--- config.mk ---
export PLATFORM = sky130hd
export DESIGN_NAME = pe_comp_ctrl
export DESIGN_NICKNAME = d
export VERILOG_FILES = /design/src/rtl/pe_comp_ctrl.sv
export SDC_FILE = /design/constraint.sdc
export NUM_CORES = 1
export LEC_CHECK = 0
export ABC_AREA = 0
export CORE_MARGIN = 10
export CORE_UTILIZATION = 30
export CTS_CLUSTER_SIZE = 40
export DETAILED_ROUTE_END_ITERATION = 8
export GPL_ROUTABILITY_DRIVEN = 0
export SETUP_SLACK_MARGIN = 0.15
export SYNTH_ARGS = -nofsm -noshare
export SYNTH_HDL_FRONTEND = slang
export SYNTH_SLANG_ARGS = --single-unit
--- constraint.sdc ---
create_clock -name clk -period 3.4 [get_ports clk]
set_clock_uncertainty 0.2 [all_clocks]
set_input_delay 0.68 -clock clk [delete_from_list [all_inputs] [get_ports clk]]
set_output_delay 0.68 -clock clk [all_outputs]
set_load 0.1 [all_outputs]
--- src/rtl/pe_comp_ctrl.sv ---
// PE computation controller: sweeps queued input activations across local output activations.
// Optional build macro PE_COMP_ZERO_SKIP_EN drops zero-valued queue heads without issuing.
module pe_comp_ctrl #(
    parameter int PE_IDX_W   = 6,
    parameter int ACT_NO_W   = 6,
    parameter int LAYER_NO_W = 4,
    parameter int DATA_W     = 16,
    parameter int IDX_W      = 12,
    parameter int LANES      = 4
) (
    input  logic                         clk,
    input  logic                         rst,
    input  logic [PE_IDX_W-1:0]          pe_idx,
    input  logic                         pe_start_calc,
    output logic                         pe_start_broadcast,
    input  logic                         fin_broadcast,
    output logic                         fin_comp,
    input  logic                         layer_done,
    output logic                         all_done,
    input  logic [LAYER_NO_W-1:0]        layer_no,
    input  logic [ACT_NO_W-1:0]          out_act_no,
    output logic [LAYER_NO_W-1:0]        layer_idx,
    output logic                         act_regfile_dir,
    input  logic                         queue_empty,
    input  logic [IDX_W+DATA_W-1:0]      act_out,
    output logic                         pop_act,
    output logic                         out_act_clear,
    input  logic                         comp_ready,
    output logic                         comp_en,
    output logic [LANES-1:0]             comp_lane_mask,
    output logic [IDX_W-1:0]             in_act_idx,
    output logic [DATA_W-1:0]            in_act_value,
    output logic [ACT_NO_W-1:0]          out_act_addr,
    output logic [ACT_NO_W+PE_IDX_W-1:0] out_act_idx
);

    // Wide enough that grp + LANES never wraps for LANES up to 16.
    localparam int CW = ACT_NO_W + 5;

    typedef enum logic [1:0] {
        IDLE,
        PRE_BC,
        POST_BC,
        LAYER_SYNC
    } state_t;

    state_t                state_q;
    logic [ACT_NO_W-1:0]   grp_q;
    logic [ACT_NO_W-1:0]   grp_d;
    logic [LAYER_NO_W-1:0] layer_q;
    logic                  dir_q;
    logic                  sb_q;
    logic                  clr_q;
    logic                  done_q;

    logic                  busy;
    logic                  head_zero;
    logic                  drain;
    logic                  issue;
    logic                  last_grp;
    logic [CW-1:0]         grp_w;
    logic [CW-1:0]         n_w;
    logic [LAYER_NO_W-1:0] last_layer;

    assign busy = (state_q == PRE_BC) || (state_q == POST_BC);

`ifdef PE_COMP_ZERO_SKIP_EN
    assign head_zero = (act_out[DATA_W-1:0] == '0);
`else
    assign head_zero = 1'b0;
`endif

    // Heads that cannot be issued are consumed without waiting for the datapath.
    assign drain = busy && !queue_empty
                   && ((out_act_no == '0) || head_zero);
    assign issue = busy && !queue_empty && comp_ready && !drain;

    assign grp_w    = CW'(grp_q);
    assign n_w      = CW'(out_act_no);
    assign last_grp = (grp_w + CW'(LANES)) >= n_w;

    assign last_layer = (layer_no == '0) ? '0 : layer_no - 1'b1;

    always_comb begin
        comp_lane_mask = '0;
        for (int i = 0; i < LANES; i++) begin
            comp_lane_mask[i] = issue && ((grp_w + CW'(i)) < n_w);
        end
    end

    always_comb begin
        grp_d = grp_q;
        if (issue) begin
            grp_d = last_grp ? '0 : grp_q + ACT_NO_W'(LANES);
        end
    end

    assign comp_en      = issue;
    assign pop_act      = drain || (issue && last_grp);
    assign fin_comp     = (state_q == POST_BC) && queue_empty;
    assign out_act_addr = issue ? grp_q : '0;
    assign out_act_idx  = issue ? {grp_q, pe_idx} : '0;
    assign in_act_idx   = issue ? act_out[IDX_W+DATA_W-1:DATA_W] : '0;
    assign in_act_value = issue ? act_out[DATA_W-1:0] : '0;

    assign pe_start_broadcast = sb_q;
    assign out_act_clear      = clr_q;
    assign all_done           = done_q;
    assign layer_idx          = layer_q;
    assign act_regfile_dir    = dir_q;

    always_ff @(posedge clk or posedge rst) begin
        if (rst) begin
            state_q <= IDLE;
            grp_q   <= '0;
            layer_q <= '0;
            dir_q   <= 1'b0;
            sb_q    <= 1'b0;
            clr_q   <= 1'b0;
            done_q  <= 1'b0;
        end else begin
            sb_q   <= 1'b0;
            clr_q  <= 1'b0;
            done_q <= 1'b0;
            grp_q  <= grp_d;
            unique case (state_q)
                IDLE: begin
                    if (pe_start_calc) begin
                        state_q <= PRE_BC;
                        layer_q <= '0;
                        grp_q   <= '0;
                        sb_q    <= 1'b1;
                        clr_q   <= 1'b1;
                    end
                end
                PRE_BC: begin
                    if (fin_broadcast) begin
                        state_q <= POST_BC;
                    end
                end
                POST_BC: begin
                    if (queue_empty) begin
                        state_q <= LAYER_SYNC;
                    end
                end
                LAYER_SYNC: begin
                    if (layer_done) begin
                        if (layer_q == last_layer) begin
                            state_q <= IDLE;
                            done_q  <= 1'b1;
                        end else begin
                            state_q <= PRE_BC;
                            layer_q <= layer_q + 1'b1;
                            dir_q   <= !dir_q;
                            grp_q   <= '0;
                            sb_q    <= 1'b1;
                            clr_q   <= 1'b1;
                        end
                    end
                end
                default: state_q <= IDLE;
            endcase
        end
    end

endmodule

==> results of run 1 <==
power groups by stage:
stage               Sequential [mW]  Clock, mW  Combinational [mW]
floorplan                     0.550          0                1.37
global placement              0.338          0                2.31
detailed placement            0.339          0                2.33
CTS                           0.339      0.147                2.36
global route                  0.354      0.157                2.56
finish                        0.344      0.143                2.42
layer usage:
| metal | global-route usage | vias up |
|---|---|---|
| li1 | - | 1176 |
| met2 | 0.256 | 55 |
| met3 | 0.0209 | 2 |
| met5 | 0 | - |
| met4 | 0.0147 | 0 |
| met1 | 0.148 | 1118 |
state kept, by name (all words and copies together) (netlist names):
signal	flops
grp_q	6
layer_idx	4
state_q	2
act_regfile_dir	1
all_done	1
out_act_clear	1
worst max-delay path, stage by stage:
cell and delay (ns):
clkdlybuf4s15_2 0.22, inv_4 0.10, ha_4 0.20, nor2b_4 0.11
o21a_1 0.17, o21a_1 0.16, o21ai_1 0.12, nand2b_1 0.10
a2111oi_4 0.36, buf_12 0.22
worst max-delay path by stage:
| stage | startpoint | endpoint | slack (ns) | depth (start not counted) |
|---|---|---|---|---|
| after CTS | grp_q[1] | comp_lane_mask[3] | -0.005 | 11 |
| after detailed placement | out_act_no[1] | comp_lane_mask[3] | -0.28 | 10 |
| after global routing | grp_q[1] | comp_lane_mask[3] | -0.07 | 11 |
| after floorplan | grp_q[1] | comp_lane_mask[3] | -0.31 | 10 |
| final | out_act_no[1] | comp_lane_mask[3] | 0.05 | 10 |
| after global placement | out_act_no[1] | comp_lane_mask[3] | -0.27 | 10 |
Yosys cell counts, types with 7 or more instances:
master    instances
buf_4             7
nor2_1            9
xnor2_1          10
o21a_1            9
nand2b_1          7
clkbuf_1          7
inv_1            22
dfrtp_1          15
nand3_1           9
and2_1           38
ha_1             36
a21oi_1          14
nand2_1          16
what timing repair did:
action                     CTS  global route
setup endpoints to repair   50            45
resized for setup           27            26
buffers inserted             7             6
pin swaps                   13            19
cell type report:
cell class,instances,area (um^2),share of cell area
multi-input combinational,213,1880,0.431
timing repair buffer,141,1850,0.424
sequential,15,378,0.0866
tap,96,120,0.0275
inverter,22,85.1,0.0195
clock buffer,3,41.3,0.00946
clock inverter,1,5.00,0.00115
layout by cell type, fill, tap and decap left out, drive strengths merged, types with 9 or more instances in the layout:
cell / instances
nand3: 9
and2: 38
buf: 90
xnor2: 10
o21a: 9
nand2: 16
nor2: 9
inv: 22
ha: 36
dfrtp: 15
clkdlybuf4s50: 44
a21oi: 15
metrics by stage:
step	power (mW)	hold slack, ns	instance area [um^2]	TNS, ns	utilization
after floorplan	1.92	0.377	2230	-0.666	-
after global placement	2.64	0.264	4020	-0.867	0.585
after detailed placement	2.67	0.272	4020	-0.922	0.585
after CTS	2.85	0.285	4180	-0.00537	0.608
after global routing	3.07	0.315	4360	-0.122	0.635
final	2.91	0.278	4360	0	0.635
logic make-up after synthesis:
group,Yosys count
AND/OR/NAND/NOR,105
AO/OA/AOI/OAI,56
buffers and inverters,38
adder cells (fa/ha/maj),36
XOR/XNOR,15
flip-flops,15
multiplexers,1
==> impl_metrics.json, run 1 <==
{
  "status": "completed",
  "start_kind": "input pin",
  "async_flop_share": 1.00,
  "rrSetupSlack_ns": 0.89,
  "fin_ws_ns": 0.0530,
  "wire_per_inst_um": 16.2,
  "gr-usage-all-layers": 0.131,
  "fmax_ghz": 0.299,
  "maxSlewViolCount": 0,
  "min-delay-start": "act_regfile_dir",
  "clock-sinks": 15,
  "cts_tree": "done",
  "cts_made_buffers": 3,
  "placementRows": 30,
  "cts_root_buf": "clkbuf_8",
  "fin_nets": 483,
  "met2WireLength_um": 4480,
  "num_antenna_cells": 0,
  "r2r_start": "grp_q[2]",
  "wl_met1_um": 3180,
  "synth_xor_area_frac": 0.0612,
  "postSynthCellCount": 266,
  "dpl.cell_count": 474,
  "wl_um": 7960,
  "io_pins": 112,
  "initial_utilization": 0.313,
  "power_frac_seq": 0.119,
  "swShare": 0.584,
  "power.switching_mw": 1.70,
  "grt_max_degree": 43,
  "yosys.area.top_type_share": 0.210,
  "synth_seq_area_share": 0.175,
  "fillers": 578,
  "drive_above_1_share": 0.392,
  "whs_path_depth": 1,
  "setup_viol": 0,
  "yosysWarnings": 0,
  "path_max_fanout": 4,
  "endpoint_kind": "primary output",
  "synth_top_family_by_area": "simple AND/OR/NAND/NOR gates",
  "cts.htree.levels": 1,
  "synth.avg_cell_area_um2": 8.08,
  "ys_ff_latch": 15,
  "clk_path_buf_depth": 2,
  "vias_per_cell": 4.79,
  "instances_no_fill": 491,
  "cap_violations": 0,
  "areaGrowthSynthToFinish_pct": 103,
  "syn_area_mm2": 0.00215,
  "drtIter0Drc": 65,
  "path_class": "in2out",
  "syn-num-nets": 353,
  "grt-ovfl-total": 0,
  "p_leak_nw": 1.92,
  "holdPathEnd": "act_regfile_dir",
  "power_frac_clock": 0.049,
  "finalCriticalPeriod_ns": 3.35,
  "holdBufCountCts": 0,
  "final-hold-violation-count": 0,
  "highest_layer": "met4",
  "p_int_mw": 1.21,
  "synthSimpleGateAreaFrac": 0.274,
  "yosysUniqueCellTypes": 50,
  "rr_worst_depth": 9,
  "max_slew_margin": 0.515,
  "synth.area.mux_share": 0.00524,
  "comb_power_share": 0.832,
  "synth_top_area_cell": "ha_1",
  "worstSkewPairLatency_ns": 0.25,
  "antenna_found_initial": 0,
  "irDropWorstVdd_mv": 0.790,
  "portBuffers": 111,
  "dp_slack_ns": -0.276,
  "clk_pin_slew_worst_paths_ns": 0.06,
  "core-area_mm2": 0.00687,
  "die_area_mm2": 0.0109,
  "cp.required_ns": 2.52,
  "vias": 2351,
  "hpwlAfterDp_um": 6400,
  "hp-class": "reg2reg",
  "rr_endpoint": "grp_q[2]",
  "synth-compound-area-share": 0.196,
  "synth_fa_ha_area_frac": 0.210,
  "fin_crit_sh": 0.984,
  "drc_errors": 0,
  "die_x_um": 105,
  "synth_flop_cell": "dfrtp_1",
  "wl_met3_um": 280,
  "die_h_um": 105,
  "powerDensity_mw_per_mm2": 666,
  "grt_pass1_wl_um": 12100,
  "tightest_slew_ns": 0.727,
  "rsz0062_at_grt": "true",
  "synth_area_leaders": "ha_1 (21%), dfrtp_1 (17%), and2_1 (11%), xnor2_1 (4.1%), inv_1 (3.8%)",
  "grt_pass1_vias": 2334,
  "dr.pass1.iters": 4,
  "crit_arrival_ns": 2.47,
  "synth_edf_count": 0,
  "postRouteAntennaNets": 0
}
(Power assumes the default switching activity.)
==> run 2, diff against run 1 <==
Settings changed: CTS_BUF_LIST set to sky130_fd_sc_hd__clkbuf_2 sky130_fd_sc_hd__clkbuf_4 sky130_fd_sc_hd__clkbuf_8.
==> results of run 2 <==
Same layout as run 1: the final DEF is identical, and so are final timing and power.
==> run 3, diff against run 2 <==
Settings changed: CORE_MARGIN 10 to 5.
==> run 3 against run 2 <==
Sequential power hardly changed. Wire length is 10% lower. Utilization is 1.3 points lower. Combinational power is 2% lower. Clock-buffer cell count is 1 higher. Final area is 2.0% lower. Total power is 1.0% lower. Cell count is 0.61% lower. Highest routed layer unchanged. Via count is 0.98% lower. Die area is 18% lower.
==> impl_metrics.json, run 3 (same netlist as run 1, synthesis figures left out) <==
{
  "crit_arrival_ns": 2.49,
  "grt_pass1_wl_um": 11200,
  "drtIter0Drc": 35,
  "maxSlewViolCount": 0,
  "grt_max_degree": 41,
  "cts_tree": "done",
  "holdBufCountCts": 0,
  "cp.required_ns": 2.52,
  "areaGrowthSynthToFinish_pct": 99.0,
  "initial_utilization": 0.313,
  "whs_path_depth": 1,
  "p_leak_nw": 1.87,
  "vias_per_cell": 4.77,
  "die_h_um": 94.6,
  "gr-usage-all-layers": 0.155,
  "core-area_mm2": 0.00687,
  "worstSkewPairLatency_ns": 0.24,
  "cts_made_buffers": 3,
  "grt-ovfl-total": 0,
  "postRouteAntennaNets": 0,
  "largest_reg_flops": 6,
  "fin_crit_sh": 0.990,
  "clock-sinks": 15,
  "cpMaxStageDelayCell": "dfrtp_1",
  "finalPower_mw": 2.88,
  "io_pins": 112,
  "fin_nets": 480,
  "wl_um": 7160,
  "multiInputGateArea_mm2": 0.00181,
  "final-hold-violation-count": 0,
  "finalCriticalPeriod_ns": 3.37,
  "placementRows": 30,
  "antenna_found_initial": 0,
  "powerDensity_mw_per_mm2": 673,
  "vias": 2328,
  "slowest_delay_ns": 0.39,
  "die_x_um": 94.6,
  "clk_path_buf_depth": 2,
  "drc_errors": 0,
  "max_slew_margin": 0.499,
  "die_area_mm2": 0.00895,
  "portBuffers": 111,
  "seq_area_um2": 377,
  "rr_worst_depth": 6,
  "worstPathCellList": "inv_2 -> ha_4 -> inv_4 -> ha_4 -> nor2b_1 -> o21a_1 -> o21a_1 -> o21ai_1 -> nand2b_1 -> a2111oi_4 -> buf_12",
  "cts.htree.levels": 1,
  "start_kind": "register",
  "power.switching_mw": 1.68,
  "hpwlAfterDp_um": 5910,
  "swShare": 0.583,
  "cap_violations": 0,
  "wire_per_inst_um": 14.7,
  "endpoint_kind": "primary output",
  "status": "completed",
  "power_frac_clock": 0.053,
  "place_area_mm2": 0.00402,
  "dr.pass1.iters": 4,
  "irDropWorstVdd_mv": 0.715,
  "p_int_mw": 1.20,
  "path_class": "reg2out",
  "comb_power_share": 0.827,
  "hold_ws_ns": 0.286,
  "stdcell_area_mm2": 0.00427,
  "path_max_fanout": 4,
  "cts_root_buf": "clkbuf_8",
  "fmax_ghz": 0.297,
  "drive_above_1_share": 0.375,
  "dpl.cell_count": 474,
  "hp-class": "reg2reg",
  "fillers": 593,
  "num_antenna_cells": 0,
  "tightest_slew_ns": 0.752,
  "power_frac_seq": 0.120,
  "final_cell_mix": "buf_12 (53), clkdlybuf4s50_1 (45), buf_4 (33)",
  "clk_pin_slew_worst_paths_ns": 0.06,
  "rsz0062_at_grt": "true",
  "setup_viol": 0,
  "instances_no_fill": 488,
  "final_common_cell": "buf_12",
  "top_register": "grp_q",
  "grt_pass1_vias": 2307
}
[run 3: changes by cell type in the layout (fill, tap and decap cells not counted), moves of 2 or more]
cell | previous run | this run
buf_4 | 35 | 33
ha_1 | 25 | 27
dlymetal6s2s_1 | 2 | 0
xnor2_1 | 8 | 10
xnor2_2 | 2 | 0
dlygate4sd2_1 | 1 | 3
ha_4 | 10 | 7
[run 3: metrics by stage]
| stage | setup TNS (ns) | setup WS (ns) | util |
|---|---|---|---|
| 2_1_floorplan | -0.666 | -0.314 | - |
| 3_3_place_gp | -1.20 | -0.275 | 0.585 |
| 3_5_place_dp | -2.88 | -0.278 | 0.585 |
| 4_1_cts | -0.0688 | -0.0688 | 0.610 |
| 5_1_grt | -0.118 | -0.0868 | 0.622 |
| 6_report | 0 | 0.0329 | 0.622 |
[run 3: path summary, 6_finish.rpt]
check / start / end / slack, ns
min reg2reg: act_regfile_dir / act_regfile_dir / 0.29
max in group asynchronous: rst / grp_q[2] / 1.99
min in group asynchronous: rst / act_regfile_dir / 0.59
max reg2reg: state_q[0] / state_q[0] / 0.93
min: act_regfile_dir / act_regfile_dir / 0.29
max: grp_q[1] / comp_lane_mask[3] / 0.03
[run 3: routing by layer]
metal / vias up / part of all wire / track usage
met1: 1090 / 0.40 / 0.188
met2: 65 / 0.54 / 0.294
met4: 0 / 0.0059 / 0.0252
met3: 6 / 0.049 / 0.0175
met5: - / 0 / 0
li1: 1167 / - / -
[run 3: layout make-up]
type | instances | area share
multi-input combinational | 213 | 0.424
timing repair buffer | 138 | 0.429
inverter | 22 | 0.0199
clock buffer | 4 | 0.0114
tap | 96 | 0.0281
sequential | 15 | 0.0881
[run 3: what timing repair did]
item	in CTS	in global routing
setup endpoints to repair	51	45
pin swaps	14	20
setup buffers	7	2
cloned	0	1
gates resized for setup	28	11
[run 3: power by group through the flow]
stage	registers [mW]	clock network, mW	logic (mW)
finish	0.345	0.152	2.38
global route	0.357	0.169	2.52
CTS	0.344	0.158	2.36
detailed placement	0.344	0	2.32
global placement	0.340	0	2.29
floorplan	0.550	0	1.37
[run 3: critical path, delay by kind of cell, from the launching register on]
kind / cells / cell delay (ns)
AO/OA/AOI/OAI: 4 / 0.79
adder cells (fa/ha/maj): 2 / 0.49
buffers and inverters: 3 / 0.35
flip-flops: 1 / 0.39
AND/OR/NAND/NOR: 2 / 0.22
